**src/rtl/bin_bcd_7seg_pkg.sv**
```systemverilog
// Shared types and constants for the binary-to-BCD 7-segment display converter.
// Holds the FSM state encoding, the active-low segment patterns (bit6=a .. bit0=g)
// and a helper that maps one BCD digit to its segment pattern.
package bin_bcd_7seg_pkg;

  typedef enum logic [1:0] {
    ST_IDLE = 2'b00,
    ST_CONV = 2'b01,
    ST_FIN  = 2'b10
  } state_t;

  localparam int unsigned BCD_DIGITS = 4;
  localparam int unsigned BCD_W      = 4 * BCD_DIGITS;

  localparam logic [6:0] SEG_BLANK = 7'h7F;
  localparam logic [6:0] SEG_0     = 7'h01;
  localparam logic [6:0] SEG_1     = 7'h4F;
  localparam logic [6:0] SEG_2     = 7'h12;
  localparam logic [6:0] SEG_3     = 7'h06;
  localparam logic [6:0] SEG_4     = 7'h4C;
  localparam logic [6:0] SEG_5     = 7'h24;
  localparam logic [6:0] SEG_6     = 7'h20;
  localparam logic [6:0] SEG_7     = 7'h0F;
  localparam logic [6:0] SEG_8     = 7'h00;
  localparam logic [6:0] SEG_9     = 7'h04;

  // Non-decimal codes cannot come out of a correct conversion; show them blank.
  function automatic logic [6:0] seg_of(input logic [3:0] digit);
    logic [6:0] seg;
    case (digit)
      4'd0:    seg = SEG_0;
      4'd1:    seg = SEG_1;
      4'd2:    seg = SEG_2;
      4'd3:    seg = SEG_3;
      4'd4:    seg = SEG_4;
      4'd5:    seg = SEG_5;
      4'd6:    seg = SEG_6;
      4'd7:    seg = SEG_7;
      4'd8:    seg = SEG_8;
      4'd9:    seg = SEG_9;
      default: seg = SEG_BLANK;
    endcase
    return seg;
  endfunction

endpackage

```
**src/rtl/bin_bcd_7seg_seg7_encoder.sv**
```systemverilog
// Purpose: one BCD digit plus blank flag to an active-low 7-segment pattern.
// Latency: purely combinational, zero cycles.
// Backpressure: none; output follows inputs continuously.
module seg7_encoder
  import bin_bcd_7seg_pkg::*;
(
  input  logic [3:0] bcd,
  input  logic       blank,
  output logic [6:0] seg
);

  // Blank overrides the digit so leading zeros go dark.
  always_comb begin
    seg = seg_of(bcd);
    if (blank) seg = SEG_BLANK;
  end

endmodule

```
**src/rtl/bin_bcd_7seg.sv**
```systemverilog
// Purpose: converts a 12-bit unsigned sample to four 7-segment digits via double-dabble.
// Latency: start accepted at edge N, digits and done pulse registered at edge N+13.
// Backpressure: start is ignored while busy; no queuing, value is latched at acceptance.
module bin_bcd_7seg
  import bin_bcd_7seg_pkg::*;
#(
  parameter int unsigned WIDTH    = 12,
  parameter int unsigned BLANK_LZ = 1
) (
  input  logic             clk,
  input  logic             rst,
  input  logic             start,
  input  logic [WIDTH-1:0] value,
  output logic             busy,
  output logic             done,
  output logic [6:0]       Disp1,
  output logic [6:0]       Disp2,
  output logic [6:0]       Disp3,
  output logic [6:0]       Disp4
);

  localparam logic [3:0] LAST_ITER = 4'(WIDTH - 1);
  localparam bit         BLANK_EN  = (BLANK_LZ != 0);

  state_t                  state_q, state_d;
  logic [WIDTH-1:0]        bin_q, bin_d;
  logic [BCD_W-1:0]        bcd_q, bcd_d;
  logic [3:0]              cnt_q, cnt_d;
  logic                    busy_q, busy_d;
  logic                    done_q, done_d;
  logic [3:0][6:0]         disp_q, disp_d;

  logic [BCD_W-1:0]        bcd_adj;
  logic [BCD_W+WIDTH-1:0]  shifted;
  logic [3:0]              blank_w;
  logic [3:0][6:0]         seg_w;

  // State register; reset forces IDLE so an in-flight conversion is abandoned.
  always_ff @(posedge clk) begin
    if (rst) state_q <= ST_IDLE;
    else     state_q <= state_d;
  end

  // Next-state: IDLE -> CONV on start, CONV for WIDTH edges, FIN for one edge.
  always_comb begin
    state_d = state_q;
    case (state_q)
      ST_IDLE: if (start) state_d = ST_CONV;
      ST_CONV: if (cnt_q == LAST_ITER) state_d = ST_FIN;
      ST_FIN:  state_d = ST_IDLE;
      default: state_d = ST_IDLE;
    endcase
  end

  // One double-dabble step: bump nibbles >= 5 by 3, then shift {bcd,bin} left.
  always_comb begin
    bcd_adj = bcd_q;
    for (int i = 0; i < BCD_DIGITS; i++) begin
      if (bcd_q[4*i +: 4] >= 4'd5) bcd_adj[4*i +: 4] = bcd_q[4*i +: 4] + 4'd3;
    end
    shifted = {bcd_adj, bin_q} << 1;
  end

  // Leading-zero blanking: a digit goes dark only if it and every digit above it are zero.
  always_comb begin
    blank_w    = 4'b0000;
    blank_w[3] = BLANK_EN && (bcd_q[15:12] == 4'd0);
    blank_w[2] = blank_w[3] && (bcd_q[11:8] == 4'd0);
    blank_w[1] = blank_w[2] && (bcd_q[7:4] == 4'd0);
  end

  genvar g;
  generate
    for (g = 0; g < BCD_DIGITS; g++) begin : g_enc
      seg7_encoder u_enc (
        .bcd   (bcd_q[4*g +: 4]),
        .blank (blank_w[g]),
        .seg   (seg_w[g])
      );
    end
  endgenerate

  // Datapath and output updates per state; digits only move on the FIN edge.
  always_comb begin
    bin_d  = bin_q;
    bcd_d  = bcd_q;
    cnt_d  = cnt_q;
    busy_d = busy_q;
    done_d = 1'b0;
    disp_d = disp_q;
    case (state_q)
      ST_IDLE: begin
        if (start) begin
          bin_d  = value;
          bcd_d  = '0;
          cnt_d  = '0;
          busy_d = 1'b1;
        end
      end
      ST_CONV: begin
        bcd_d = shifted[BCD_W+WIDTH-1:WIDTH];
        bin_d = shifted[WIDTH-1:0];
        cnt_d = cnt_q + 4'd1;
      end
      ST_FIN: begin
        disp_d = seg_w;
        done_d = 1'b1;
        busy_d = 1'b0;
      end
      default: busy_d = 1'b0;
    endcase
  end

  // Datapath registers; reset blanks the display and clears the converter.
  always_ff @(posedge clk) begin
    if (rst) begin
      bin_q  <= '0;
      bcd_q  <= '0;
      cnt_q  <= '0;
      busy_q <= 1'b0;
      done_q <= 1'b0;
      disp_q <= {4{SEG_BLANK}};
    end else begin
      bin_q  <= bin_d;
      bcd_q  <= bcd_d;
      cnt_q  <= cnt_d;
      busy_q <= busy_d;
      done_q <= done_d;
      disp_q <= disp_d;
    end
  end

  assign busy  = busy_q;
  assign done  = done_q;
  assign Disp1 = disp_q[0];
  assign Disp2 = disp_q[1];
  assign Disp3 = disp_q[2];
  assign Disp4 = disp_q[3];

endmodule

```
**config.mk**
```make
export PLATFORM = sky130hd
export DESIGN_NAME = bin_bcd_7seg
export DESIGN_NICKNAME = d
export VERILOG_FILES = /design/src/rtl/bin_bcd_7seg_pkg.sv /design/src/rtl/bin_bcd_7seg_seg7_encoder.sv /design/src/rtl/bin_bcd_7seg.sv
export SDC_FILE = /design/constraint.sdc
export NUM_CORES = 1
export LEC_CHECK = 0
export CAP_MARGIN = 20
export CORE_MARGIN = 4
export CORE_UTILIZATION = 44
export DETAILED_ROUTE_END_ITERATION = 6
export DONT_BUFFER_PORTS = 1
export PLACE_DENSITY = 0.6
export SLEW_MARGIN = 20
export SYNTH_ARGS = -nofsm -noshare
export SYNTH_HDL_FRONTEND = slang
export SYNTH_SLANG_ARGS = --single-unit
```
**constraint.sdc**
```tcl
create_clock -name clk -period 2.9 [get_ports clk]
set_clock_uncertainty 0.15 [all_clocks]
set_input_delay 0.58 -clock clk [delete_from_list [all_inputs] [get_ports clk]]
set_output_delay 0.58 -clock clk [all_outputs]
set_load 0.005 [all_outputs]
```
* Word-level counts from Yosys, hierarchy flattened *
Memories as Yosys holds them, arrays and structs flattened. A register that Yosys moved wholly into a read port is not among the register bits.
Index checks and enable logic that the tools add are counted.

storage, ports and cells
  memories = 4
  input port bits = 15
  latch bits = 0
  ROM bits = 448
  register bits = 57
  output and inout port bits = 30
  memory bits (writable) = 0

operators by class
  multipliers = 0
  order comparisons = 4
  div/mod/pow operators = 0
  bitwise operators = 1
  reductions and logical operators = 10
  mux-type cells = 25
  equal/unequal tests = 5
  $add $sub $neg = 5
  shift-type cells = 0

memories
  memory            depth  bits a word  rd ports  clocked after Yosys merged registers in  wr ports  RTL line                source
  (name not given)  16     7            1         1                                        0         bin_bcd_7seg_pkg.sv:30  case (digit)
  (name not given)  16     7            1         1                                        0         bin_bcd_7seg_pkg.sv:30
  (name not given)  16     7            1         1                                        0         bin_bcd_7seg_pkg.sv:30
  (name not given)  16     7            1         1                                        0         bin_bcd_7seg_pkg.sv:30

operators with widths
  kind                                                 count
  two-way mux 4 bit                                    10
  one-hot mux 16 bit (2 select lines)                  1
  one-hot mux 12 bit (2 select lines)                  1
  two-way mux 7 bit                                    3
  >= comparator 4 x 3 -> 1 bit, second input constant  4
  two-way mux 16 bit                                   1
  adder 4 x 2 -> 4 bit, second input constant          3
  zero test 4 bit                                      3
  two-way mux 12 bit                                   1
  one-hot mux 4 bit (2 select lines)                   1
  AND reduction 2 bit                                  3
  adder 4 x 1 -> 4 bit, second input constant          1
  == test 4 bit, second input constant                 1
  two-way mux 2 bit                                    2
  != test 2 bit, second input constant                 2
  one-hot mux 2 bit (2 select lines)                   1
  adder 3 x 2 -> 3 bit, second input constant          1
  two-way mux 3 bit                                    1
  == test 2 x 1 -> 1 bit, second input constant        1
  == test 2 bit, second input constant                 1
  logical AND 1 bit                                    2
  zero test 2 bit                                      1
  two-way mux 1 bit                                    2
  one-hot mux 1 bit (2 select lines)                   1
  other kinds (2)                                      2

* Longest topological paths before layout *
  depth in word-level cells = 5
  mapped depth = 10
  mapped depth without buffers = 10

* Cells and area by module *
From an unflattened synthesis, not the netlist that was laid out.

second synthesis, totals
  cell total of the unflattened synthesis = 426
  area, all modules = 3736.1 um^2

modules (own cells, without submodules)
  module                              cells an instance  area each (um^2)  sequential area each (um^2)  times used
  bin_bcd_7seg                        294                2792.7            1281.2                       1
  seg7_encoder at g_enc[0].u_enc ...  33                 236.5             0.0                          2
  seg7_encoder at g_enc[2].u_enc ...  33                 235.2             0.0                          2

* Worst setup path after synthesis *
No wires, ideal clock.

  path type = input-to-reg
  start point = input port rst
  end point = register with a tool-made name
  setup slack = 0.404 ns
  path buffers = 2
  setup time = 0.095 ns
  stages on the path = 8
  arrival = 2.250 ns
  cell sequence = buf_2 > buf_1 > nor3_1 > a211oi_2 > inv_1 > ha_1 > o21a_1 > a221oi_1

RTL lines
  what             RTL line            source
  start, declared  bin_bcd_7seg.sv:11  input logic rst,

==> run_summary.xml <==
<?xml version="1.0" encoding="UTF-8"?>
<metrics>
  <group name="cts">
    <metric name="cts-resized-gates" unit="">0</metric>
    <metric name="clk_root_buffer_cell" unit="">clkbuf_8</metric>
    <metric name="postCtsHoldBufs" unit="">0</metric>
    <metric name="cts_tree" unit="">yes</metric>
    <metric name="cts.sink_count" unit="">85</metric>
    <metric name="cts_max_level" unit="">3</metric>
    <metric name="max-clock-path-buffers" unit="">2</metric>
    <metric name="clkTransAtPathRegs" unit="ns">0.09</metric>
    <metric name="clock_insertion_delay_worst_skew" unit="ns">0.35</metric>
    <metric name="cts_setup_buffers" unit="">0</metric>
    <metric name="cts-buffers-inserted" unit="">9</metric>
  </group>
  <group name="global_routing">
    <metric name="grt_first_pass_wirelength" unit="um">15200</metric>
    <metric name="grt_util_met2" unit="%">25.0</metric>
    <metric name="grt_overflow_total" unit="">0</metric>
    <metric name="gr-usage-all-layers" unit="%">16.2</metric>
    <metric name="first_global_vias" unit="">3108</metric>
    <metric name="grtUsageMet3" unit="%">4.94</metric>
    <metric name="grt_start_max_net_pins" unit="">49</metric>
    <metric name="grt.busiest_layer" unit="">met2</metric>
    <metric name="initial_antenna_violation_count" unit="">0</metric>
    <metric name="global_route.usage.met1" unit="%">22.0</metric>
  </group>
  <group name="die">
    <metric name="initial_core_util" unit="%">45.9</metric>
    <metric name="std_cell_rows" unit="">35</metric>
    <metric name="core_area" unit="mm2">0.00937</metric>
    <metric name="die-area" unit="mm2">0.0114</metric>
    <metric name="dieHeight" unit="um">107</metric>
    <metric name="i_o_pin_count" unit="">45</metric>
    <metric name="fp.dieW" unit="um">107</metric>
  </group>
  <group name="synth">
    <metric name="most_frequent_cell_after_synthesis" unit="">dfxtp_1</metric>
    <metric name="synth_ff_type" unit="">dfxtp_1</metric>
    <metric name="ys_async_sr_fraction" unit="%">0</metric>
    <metric name="post_synth_instance_area" unit="mm2">0.00431</metric>
    <metric name="synth_commonest_cells" unit="">dfxtp_1 (85), nor2_1 (49), nand2_1 (33)</metric>
    <metric name="synth.top_cells.by_area" unit="">dfxtp_1 (40%), ha_1 (9.3%), nor2_1 (4.3%)</metric>
    <metric name="synth.distinct_cells" unit="">62</metric>
    <metric name="synth_enable_flop_cells" unit="">0</metric>
    <metric name="seq_area_frac_synth" unit="%">39.5</metric>
    <metric name="synth.net_count" unit="">515</metric>
    <metric name="yosysWarnings" unit="">0</metric>
    <metric name="netlist.area_leader.share" unit="%">39.5</metric>
    <metric name="yosys_register_bits" unit="">85</metric>
    <metric name="post-synth-top-area-cell" unit="">dfxtp_1</metric>
    <metric name="syn-instance-count" unit="">468</metric>
    <metric name="synth.avg_cell_area" unit="um2">9.20</metric>
  </group>
  <group name="timing">
    <metric name="clock.fmax" unit="MHz">383</metric>
    <metric name="fin_tns_setup" unit="ns">0</metric>
    <metric name="slew_violations" unit="">0</metric>
    <metric name="slew_headroom" unit="%">59.6</metric>
    <metric name="layout_min_cycle_time" unit="ns">2.61</metric>
    <metric name="worstMarginPinSlew" unit="ns">0.603</metric>
    <metric name="hold_viol" unit="">0</metric>
    <metric name="setup_violations" unit="">0</metric>
    <metric name="layout_worst_path_cycle_share" unit="%">90.1</metric>
    <metric name="grt_setup_unrepaired" unit="">no</metric>
  </group>
  <group name="finish">
    <metric name="fin_nets" unit="">511</metric>
    <metric name="fraction_of_layout_instances_using_a_drive_strength_above_1" unit="%">13.6</metric>
    <metric name="synthToLayoutAreaGrowth" unit="%">6.54</metric>
    <metric name="antenna-diode-count" unit="">0</metric>
    <metric name="layout.cells.non_filler" unit="">598</metric>
  </group>
  <group name="worst_setup_path">
    <metric name="reg2reg_setup_slack" unit="ns">0.29</metric>
    <metric name="cp_max_fo" unit="">8</metric>
    <metric name="cp-end-kind" unit="">register</metric>
    <metric name="critical_setup_path_class" unit="">register to register</metric>
    <metric name="worst-endpoint-required" unit="ns">2.96</metric>
    <metric name="regToRegStartpoint" unit="">bcd_q[5]$_SDFFE_PP0N_</metric>
    <metric name="cp-start-kind" unit="">register</metric>
    <metric name="worstPathArrival" unit="ns">2.67</metric>
    <metric name="reg2regPathDepth" unit="">9</metric>
  </group>
  <group name="detailed_routing">
    <metric name="dr_wl_cell" unit="um">14.9</metric>
    <metric name="finalWirelength" unit="um">8900</metric>
    <metric name="antenna_violating_nets_post_route" unit="">0</metric>
    <metric name="detailedRoute.firstIterationViolations" unit="">142</metric>
    <metric name="drc" unit="">0</metric>
    <metric name="route.vias.total" unit="">3247</metric>
    <metric name="firstDrtPassIters" unit="">4</metric>
    <metric name="viasPerCell" unit="">5.43</metric>
  </group>
  <group name="min_path">
    <metric name="timing.hold.worst.start" unit="">rst</metric>
    <metric name="hold_depth" unit="">1</metric>
    <metric name="worstHoldPathType" unit="">input pin to register</metric>
  </group>
  <group name="placement">
    <metric name="dpl.hpwl" unit="um">6170</metric>
    <metric name="placement.io_buffers" unit="">0</metric>
    <metric name="globalplace.congestion" unit="">0.867</metric>
    <metric name="dpl.cell_count" unit="">582</metric>
  </group>
  <group name="run_status">
    <metric name="status" unit="">finished, final reports clean</metric>
  </group>
  <group name="pwr">
    <metric name="vdd_drop_max" unit="V">0.000260</metric>
    <metric name="cellLeakagePower" unit="nW">1.85</metric>
    <metric name="pwr_density_cell" unit="mW/mm2">446</metric>
  </group>
  <group name="flow_run">
    <metric name="max_cap_violations" unit="">0</metric>
  </group>
</metrics>
[placed cells by master (no fill, tap or decap), types with 9 or more instances in the layout]
master	synthesis	final
nor2_1	49	49
inv_1	25	25
buf_4	3	14
nand2_1	33	33
dfxtp_1	85	85
o22ai_1	15	15
clkbuf_8	0	9
o21ai_0	15	15
ha_1	32	32
mux2i_1	13	13
a211oi_1	15	15
nor3_1	26	26
a21oi_1	20	20
nand2b_1	13	13
[per-layer routing]
metal | wire, um | vias up
met2 | 4080 | 57
met1 | 4250 | 1518
met3 | 476 | 7
met5 | 0 | -
met4 | 91 | 0
li1 | - | 1665
[stage by stage]
step	worst slack [ns]	power, mW	hold WS (ns)	instance area [um2]	utilization (%)
detailed placement	0.307	1.33	0.279	4420	47.1
CTS	0.293	2.08	0.123	4590	48.9
global route	0.102	2.15	0.117	4590	48.9
global placement	0.412	1.33	0.270	4420	47.1
finish	0.286	2.04	0.156	4590	48.9
floorplan	0.404	1.32	0.268	4310	-
[worst max-delay path, stage by stage (launching register included)]
cell,delay (ns)
dfxtp_1,0.37
inv_1,0.11
ha_1,0.18
nand2b_1,0.19
a21o_1,0.28
a211oi_2,0.49
inv_1,0.16
ha_1,0.22
nor3_1,0.25
a211oi_1,0.08
[worst max path at each step]
| stage | slack (ns) | startpoint | depth (start not counted) | to |
|---|---|---|---|---|
| 2_1_floorplan | 0.40 | rst | 8 | register |
| 3_3_place_gp | 0.41 | bcd_q[5]$_SDFFE_PP0N_ | 9 | register |
| 3_5_place_dp | 0.31 | bcd_q[5]$_SDFFE_PP0N_ | 9 | register |
| 4_1_cts | 0.29 | bcd_q[5]$_SDFFE_PP0N_ | 9 | register |
| 5_1_grt | 0.10 | bcd_q[5]$_SDFFE_PP0N_ | 9 | register |
| 6_report | 0.29 | bcd_q[5]$_SDFFE_PP0N_ | 9 | register |
[power by group]
group	total, mW	switching [mW]	internal, mW
clock	0.743	0.430	0.313
combinational	0.104	0.0626	0.0416
sequential	1.20	0.0131	1.18
[final cells by class]
cell class,count,area (um2)
clock buffers,11,131
clock inverters,5,37.5
fillers,912,4780
inverters,27,101
multi-input cells,327,2350
flip-flops and latches,85,1700
well taps,129,161
repair buffers,14,105
[cells by family (layout without fill, tap and decap cells)]
group	count (synthesis)	after routing	synth area share [%]
AND/OR/NAND/NOR	158	158	18.8
XOR/XNOR	2	2	0.407
AO/OA/AOI/OAI	122	122	23.0
flip-flops	85	85	39.5
adder cells (fa/ha/maj)	32	32	9.30
multiplexers	13	13	3.02
buffers and inverters	56	57	5.99
Power figures use the tool's default switching activity.
